==> config.mk <==
export PLATFORM = sky130hd
export DESIGN_NAME = prog_loader
export DESIGN_NICKNAME = d
export VERILOG_FILES = /design/src/rtl/prog_loader_pkg.sv /design/src/rtl/prog_loader_packer.sv /design/src/rtl/prog_loader.sv
export SDC_FILE = /design/constraint.sdc
export NUM_CORES = 1
export LEC_CHECK = 0
export BUFFER_PORTS_ARGS = -buffer_cell sky130_fd_sc_hd__buf_2
export CAP_MARGIN = 20
export CORE_UTILIZATION = 41
export CTS_CLUSTER_DIAMETER = 120
export DETAILED_ROUTE_END_ITERATION = 16
export MAX_ROUTING_LAYER = met4
export PLACE_DENSITY_LB_ADDON = 0.25
export SYNTH_ARGS = -nofsm -noshare
export SYNTH_HDL_FRONTEND = slang
export SYNTH_SLANG_ARGS = --single-unit
==> constraint.sdc <==
create_clock -name clk -period 5.5 [get_ports clk]
set_input_delay 0.275 -clock clk [delete_from_list [all_inputs] [get_ports clk]]
set_output_delay 0.275 -clock clk [all_outputs]
set_load 0.1 [all_outputs]
==> src/rtl/prog_loader_pkg.sv <==
// Shared constants for the program loader: state encoding, lane geometry and checksum width.
package prog_loader_pkg;

  localparam int BYTES_PER_WORD = 6;
  localparam int LANE_WIDTH     = 8;
  localparam int WORD_WIDTH     = BYTES_PER_WORD * LANE_WIDTH;
  localparam int CSUM_WIDTH     = 8;

  typedef logic [2:0] state_t;

  localparam state_t ST_IDLE   = 3'd0;
  localparam state_t ST_LEN_LO = 3'd1;
  localparam state_t ST_LEN_HI = 3'd2;
  localparam state_t ST_DATA   = 3'd3;
  localparam state_t ST_WRITE  = 3'd4;
  localparam state_t ST_CSUM   = 3'd5;
  localparam state_t ST_DONE   = 3'd6;
  localparam state_t ST_ERROR  = 3'd7;

  function automatic logic [CSUM_WIDTH-1:0] csum_add(input logic [CSUM_WIDTH-1:0] sum,
                                                     input logic [LANE_WIDTH-1:0] lane);
    return sum + lane;
  endfunction

endpackage

==> src/rtl/prog_loader_packer.sv <==
// Six-lane byte assembler: the byte on lane_data lands in lane lane_idx (bits 8i+7:8i) of word.
module prog_loader_packer
  import prog_loader_pkg::*;
(
  input  logic                  clk,
  input  logic                  _mr,
  input  logic                  load,
  input  logic [2:0]            lane_idx,
  input  logic [LANE_WIDTH-1:0] lane_data,
  output logic [WORD_WIDTH-1:0] word
);

  always_ff @(posedge clk or negedge _mr) begin
    if (!_mr) begin
      word <= '0;
    end else if (load) begin
      for (int i = 0; i < BYTES_PER_WORD; i++) begin
        if (lane_idx == 3'(i)) word[i*LANE_WIDTH +: LANE_WIDTH] <= lane_data;
      end
    end
  end

endmodule

==> src/rtl/prog_loader.sv <==
// Streams a length-prefixed, checksummed image into 48-bit program memory while holding the CPU in reset.
module prog_loader
  import prog_loader_pkg::*;
#(
  parameter int ADDR_WIDTH     = 16,
  parameter int TIMEOUT_CYCLES = 1000000
) (
  input  logic                  clk,
  input  logic                  _mr,
  input  logic                  start,
  input  logic [7:0]            in_data,
  input  logic                  in_valid,
  output logic                  in_ready,
  output logic                  wr_en,
  output logic [ADDR_WIDTH-1:0] wr_addr,
  output logic [WORD_WIDTH-1:0] wr_data,
  output logic                  _cpu_reset,
  output logic                  busy,
  output logic                  done,
  output logic                  err
);

  localparam logic [31:0] IDLE_LAST = TIMEOUT_CYCLES - 1;

  state_t                  state;
  logic [ADDR_WIDTH:0]     remaining;
  logic [ADDR_WIDTH-1:0]   addr;
  logic [2:0]              byte_idx;
  logic [CSUM_WIDTH-1:0]   sum;
  logic [7:0]              len_lo;
  logic [31:0]             idle_cnt;
  logic                    loading;
  logic                    accept;
  logic                    timed_out;
  logic [15:0]             len_word;
  logic [ADDR_WIDTH:0]     first_count;

  assign loading = (state == ST_LEN_LO) || (state == ST_LEN_HI) ||
                   (state == ST_DATA)   || (state == ST_CSUM);
  assign accept  = in_valid && loading;
  assign timed_out = (TIMEOUT_CYCLES != 0) && loading && !accept && (idle_cnt == IDLE_LAST);

  // A zero length header selects the whole address space.
  assign len_word    = {in_data, len_lo};
  assign first_count = (len_word == 16'd0) ? {1'b1, {ADDR_WIDTH{1'b0}}}
                                           : (ADDR_WIDTH+1)'(len_word);

  always_ff @(posedge clk or negedge _mr) begin
    if (!_mr) begin
      state     <= ST_IDLE;
      remaining <= '0;
      addr      <= '0;
      byte_idx  <= '0;
      sum       <= '0;
      len_lo    <= '0;
      idle_cnt  <= '0;
    end else begin
      if (loading) idle_cnt <= accept ? 32'd0 : idle_cnt + 32'd1;
      case (state)
        ST_IDLE, ST_DONE, ST_ERROR: begin
          if (start) begin
            state    <= ST_LEN_LO;
            sum      <= '0;
            addr     <= '0;
            byte_idx <= '0;
            idle_cnt <= '0;
          end
        end
        ST_LEN_LO: begin
          if (accept) begin
            len_lo <= in_data;
            sum    <= csum_add(sum, in_data);
            state  <= ST_LEN_HI;
          end
        end
        ST_LEN_HI: begin
          if (accept) begin
            remaining <= first_count;
            sum       <= csum_add(sum, in_data);
            state     <= ST_DATA;
          end
        end
        ST_DATA: begin
          if (accept) begin
            sum <= csum_add(sum, in_data);
            if (byte_idx == 3'(BYTES_PER_WORD - 1)) begin
              byte_idx <= '0;
              state    <= ST_WRITE;
            end else begin
              byte_idx <= byte_idx + 3'd1;
            end
          end
        end
        ST_WRITE: begin
          // The address holds on the last word so it never wraps inside a load.
          remaining <= remaining - 1'b1;
          if (remaining == {{ADDR_WIDTH{1'b0}}, 1'b1}) begin
            state <= ST_CSUM;
          end else begin
            state <= ST_DATA;
            addr  <= addr + 1'b1;
          end
        end
        ST_CSUM: begin
          if (accept) state <= (in_data == sum) ? ST_DONE : ST_ERROR;
        end
        default: state <= ST_IDLE;
      endcase
      if (timed_out) state <= ST_ERROR;
    end
  end

  prog_loader_packer u_packer (
    .clk       (clk),
    ._mr       (_mr),
    .load      (accept && (state == ST_DATA)),
    .lane_idx  (byte_idx),
    .lane_data (in_data),
    .word      (wr_data)
  );

  assign in_ready   = loading;
  assign wr_en      = (state == ST_WRITE);
  assign wr_addr    = addr;
  assign busy       = loading || (state == ST_WRITE);
  assign done       = (state == ST_DONE);
  assign err        = (state == ST_ERROR);
  assign _cpu_reset = (state == ST_DONE);

endmodule
Word-level counts from Yosys, hierarchy flattened
Cells that the tools add are included.
- reductions and logical operators: 30
- eq/ne operators: 26
- multiplexer cells: 27
- add/sub/neg operators: 5
- operators with widths (kind ; number):
    $mux 32 ; 4
    $mux 17 ; 2
    $pmux 17 s2 ; 1
    $mux 3 ; 11
    $add 32x1->32 const B ; 1
    $eq 32x20->1 const B ; 1
    $mux 16 ; 2
    $pmux 16 s2 ; 1
    $eq 3x3->1 const B ; 6
    $pmux 3 s6 ; 1
    $eq 17x1->1 const B ; 1
    $sub 17x1->17 const B ; 1
    $add 16x1->16 const B ; 1
    $logic_not 16->1 ; 1
    $mux 8 ; 2
    $pmux 8 s2 ; 1
    $reduce_and 2->1 ; 8
    $ne 3x3->1 const B ; 5
    $eq 3x2->1 const B ; 4
    $reduce_and 3->1 ; 3
    $add 8x8->8 ; 1
    $eq 8x8->1 ; 1
    $ne 2x2->1 const B ; 4
    $reduce_bool 2->1 ; 4
    12 further kinds ; 21
- input port bits: 12
- output and inout port bits: 70
- word-level logic and storage cells: 101
- bits in registers: 135

Logic depth before layout (Yosys ltp)
- depth in word-level cells: 10
- mapped depth: 8
- mapped depth without buffers: 8

Hierarchy
A second synthesis with hierarchy kept.
- cell total of the unflattened synthesis: 649
- area, all modules: 6835.3 um2
- by module, submodules not included (module ; sequential area each (um2) ; cells an instance ; times used ; area each (um2)):
    prog_loader ; 2177.1 ; 543 ; 1 ; 5002.3
    prog_loader_packer ; 1201.2 ; 106 ; 1 ; 1833.0

Worst setup path before layout
No wires, ideal clock.
- path kind: register to register
- start: reg state[1]
- end: reg byte_idx[2]
- setup time: 0.095 ns
- buffers on the path: 1
- arrival time: 2.925 ns
- cell stages (with the launch flop): 8
- data required time: 5.405 ns
- clock period less this slack: 3.021 ns
- slack: 2.479 ns
- cells stage by stage: dfrtp_1 -> buf_6 -> nor3_1 -> a21oi_1 -> nor2b_1 -> nor2_1 -> nand2_1 -> o31ai_1
- cells in the longest elaborated chain, start to end: 7
- elaborated cells on any way between the ends: 17
- classes of those cells: 8 x eq/ne; 1 x mux; 8 x reduce/logical
- RTL lines (item ; RTL line ; RTL):
    start: declaration ; prog_loader.sv:25 ; state_t state;
    start signal: assignment ; prog_loader.sv:105 ; if (accept) state <= (in_data == sum) ? ST_DONE : ST_ERROR;
    $eq 3x1->1 or $eq 3x2->1 (tied branches) ; prog_loader.sv:38 ; assign loading = (state == ST_LEN_LO) || (state == ST_LEN_HI) ||
    $logic_or 1x1->1 (2 in a row) ; prog_loader.sv:38 ;
    $logic_or 1x1->1 ; prog_loader.sv:39 ; (state == ST_DATA) || (state == ST_CSUM);
    $logic_and 1x1->1 ; prog_loader.sv:40 ; assign accept = in_valid && loading;
    $ne 2x2->1 (no line) ; n/a ;
    $reduce_and 3->1 (no line) ; n/a ;
    end signal: assignment ; prog_loader.sv:90 ; byte_idx <= byte_idx + 3'd1;
    end: declaration ; prog_loader.sv:28 ; logic [2:0] byte_idx;
Parallel ways exist; a longest one is shown, timed or not.
A chain may end at the register's enable or synchronous reset.

Final worst setup path
- start: reg state[1]
- end: out wr_en
- cells in the longest elaborated chain, start to end: 1
- RTL lines (item ; RTL line ; RTL):
    $eq 3x3->1 ; prog_loader.sv:123 ; assign wr_en = (state == ST_WRITE);
    end: declaration ; prog_loader.sv:14 ; output logic wr_en,
No other way between the ends.

==> flow_summary.yaml <==
status:
  run_status: "finished, final reports clean"
setup_path:
  arrival_ns: 2.16
  required_ns: 5.22
  critical_path.max_fanout: 15
  r2r_slack_ns: 3.08
  start_kind: "register"
  critical_path_class: "register to output port"
  end_kind: "output port"
cts:
  cts_buffer_depth: 2
  clock_latency_ns: 0.42
  clk_pin_slew_ns: 0.06
  htree_levels: 4
  clock-sinks: 135
  cts_hold_buf: 1
  cts_tree: "done"
  post_cts_resized: 0
  root_buffer: "clkbuf_16"
  tritoncts.num_buffers: 17
  post_cts_buffers: 0
floorplanning:
  design.die.area_sq_mm: 0.0169
  io_pins: 82
  num_rows: 46
  design.core.area_sq_mm: 0.0159
  die_y_microns: 130
  die_x_microns: 130
  initial_core_util: 0.421
layout:
  fin_cells: 927
  nNetsFinal: 722
  drive_above_1_share: 0.270
  syn_to_final_growth_pct: 17.1
place:
  dp_hpwl_microns: 10500
  dp_cells: 892
  gp_congestion: 0.847
  io_buffers: 81
timing:
  skew_ns: 0.0116
  finalMaxSlewViolations: 0
  fin_crit_ns: 2.44
  hold_viol_final: 0
  tightest_slew_ns: 0.976
  fin_setup_tns_ns: 0
  rsz0062_at_grt: "false"
  fmax_ghz: 0.411
  timing.final.crit_share: 0.443
  setup_violations: 0
  relSlewSlack: 0.348
global_route:
  grt_pass1_vias: 4867
  antenna_found_initial: 1
  grtUsageTotal: 0.198
  grt_overflow_total: 0
  grt_pass1_wl_microns: 25000
  grt_max_degree: 77
drt:
  drt-total-wl_microns: 15200
  drtIter0Drc: 282
  wl_per_cell_microns: 16.4
  drtAntennaViolNets: 0
  drc: 0
  via_count: 5014
  viasPerCell: 5.41
  first_pass_iters: 4
flow_run:
  cap_violations: 0
worst_hold_path:
  min_path_type: "primary input to register"
synth:
  synth_area_sq_mm: 0.00671
  ys_ff_latch: 135
  synth_cells: 616
  syn_nets: 641
  synthArstFlopShare: 1.00
  syn_area_per_cell_sq_um: 10.9
  yosysSeqAreaShare: 0.504
  synth_ff_type: "dfrtp_1"
  yosysWarnings: 0
  ys_types: 62
  synth_edf_count: 0
==> state kept, by name, indices dropped and copies added (netlist names) <==
register / flops
byte_idx: 3
wr_addr: 16
sum: 8
remaining: 17
u_packer.word: 48
state: 3
idle_cnt: 32
len_lo: 8
==> Yosys cell counts, types with 15 or more instances <==
cell       n  area [sq um]
mux2_2    54           608
nor2_1    53           199
xor2_1    15           131
a21oi_1   23           115
o21ai_0   20           100
xnor2_1   25           219
nor3_1    16          80.1
dfrtp_1  135          3380
inv_1     15          56.3
nand3_1   28           140
nand2_1   55           206
==> metrics by stage <==
| step | cell area [sq um] | worst slack, ns | hold slack (ns) | utilization |
|---|---|---|---|---|
| after CTS | 7840 | 3.04 | 0.226 | 0.492 |
| after global routing | 7850 | 2.81 | 0.256 | 0.493 |
| final | 7850 | 3.06 | 0.243 | 0.493 |
| after global placement | 7250 | 3.21 | 0.380 | 0.455 |
| after floorplan | 6710 | 2.48 | -0.0206 | - |
| after detailed placement | 7250 | 3.10 | 0.393 | 0.455 |
==> cell usage in the layout (no fill, tap or decap), types with 3 or more instances in the layout <==
cell type,netlist,final
clkinv_2,0,3
inv_6,0,3
a22o_1,6,6
o21ai_0,20,20
and4_1,5,5
nor3_1,16,16
nor4_4,3,3
or3_1,11,11
xor2_1,15,15
and3_1,8,8
ha_1,12,12
o21a_1,3,3
nor4_2,3,3
a21o_1,3,3
clkbuf_16,0,17
nand3_1,28,28
or4_1,6,6
o211ai_1,8,8
o311ai_0,8,8
buf_2,11,80
xnor2_1,25,25
nand2_1,55,55
mux2_2,54,54
inv_1,15,15
clkinv_4,0,4
nor2_1,53,53
dfrtp_1,135,135
nand4_1,14,14
and2_1,4,4
a21oi_1,23,23
nor4_1,14,14
buf_4,3,3
nand2b_1,6,6
o22ai_1,3,3
==> critical path, stage by stage (launching register included) <==
cell	delay, ns
dfrtp_1	0.57
nor2_4	0.30
nand2_2	0.17
inv_2	0.23
buf_2	0.47
==> cell type report <==
| cell class | instances | area (sq um) |
|---|---|---|
| fillers | 1432 | 8090 |
| inverters | 16 | 60.1 |
| flip-flops and latches | 135 | 3380 |
| well taps | 216 | 270 |
| diodes | 1 | 2.50 |
| clock inverters | 14 | 151 |
| repair buffers | 84 | 433 |
| multi-input cells | 443 | 3130 |
| clock buffers | 18 | 429 |
==> final timing paths <==
| path | start | endpoint | cells after the start |
|---|---|---|---|
| worst max-delay path | state[1] | wr_en | 4 |
| worst min-delay path | in_data[0] | remaining[8] | 3 |
| worst max register to register | state[1] | remaining[3] | 5 |
| worst min register to register | u_packer.word[39] | u_packer.word[39] | 1 |
| max in group asynchronous | _mr | sum[2] | 3 |
| min in group asynchronous | _mr | wr_addr[13] | 2 |
==> per-layer routing <==
| layer | wire (microns) | track usage | share of wire | vias to the layer above |
|---|---|---|---|---|
| li1 | - | - | - | 2387 |
| met1 | 6880 | 0.251 | 0.45 | 2524 |
| met2 | 7650 | 0.315 | 0.50 | 86 |
| met3 | 451 | 0.0414 | 0.030 | 17 |
| met4 | 228 | 0.0705 | 0.015 | 0 |
| met5 | 0 | - | 0 | - |
==> kinds of logic after synthesis <==
group | count (synthesis) | synth area share
AO/OA/AOI/OAI | 87 | 0.0847
XOR/XNOR | 40 | 0.0522
adder cells (fa/ha/maj) | 13 | 0.0254
buffers and inverters | 38 | 0.0297
flip-flops | 135 | 0.504
multiplexers | 57 | 0.0955
AND/OR/NAND/NOR | 246 | 0.209
Power is not shown: default switching activity piles up to over one toggle a cycle in this logic, so the estimate is an artifact.
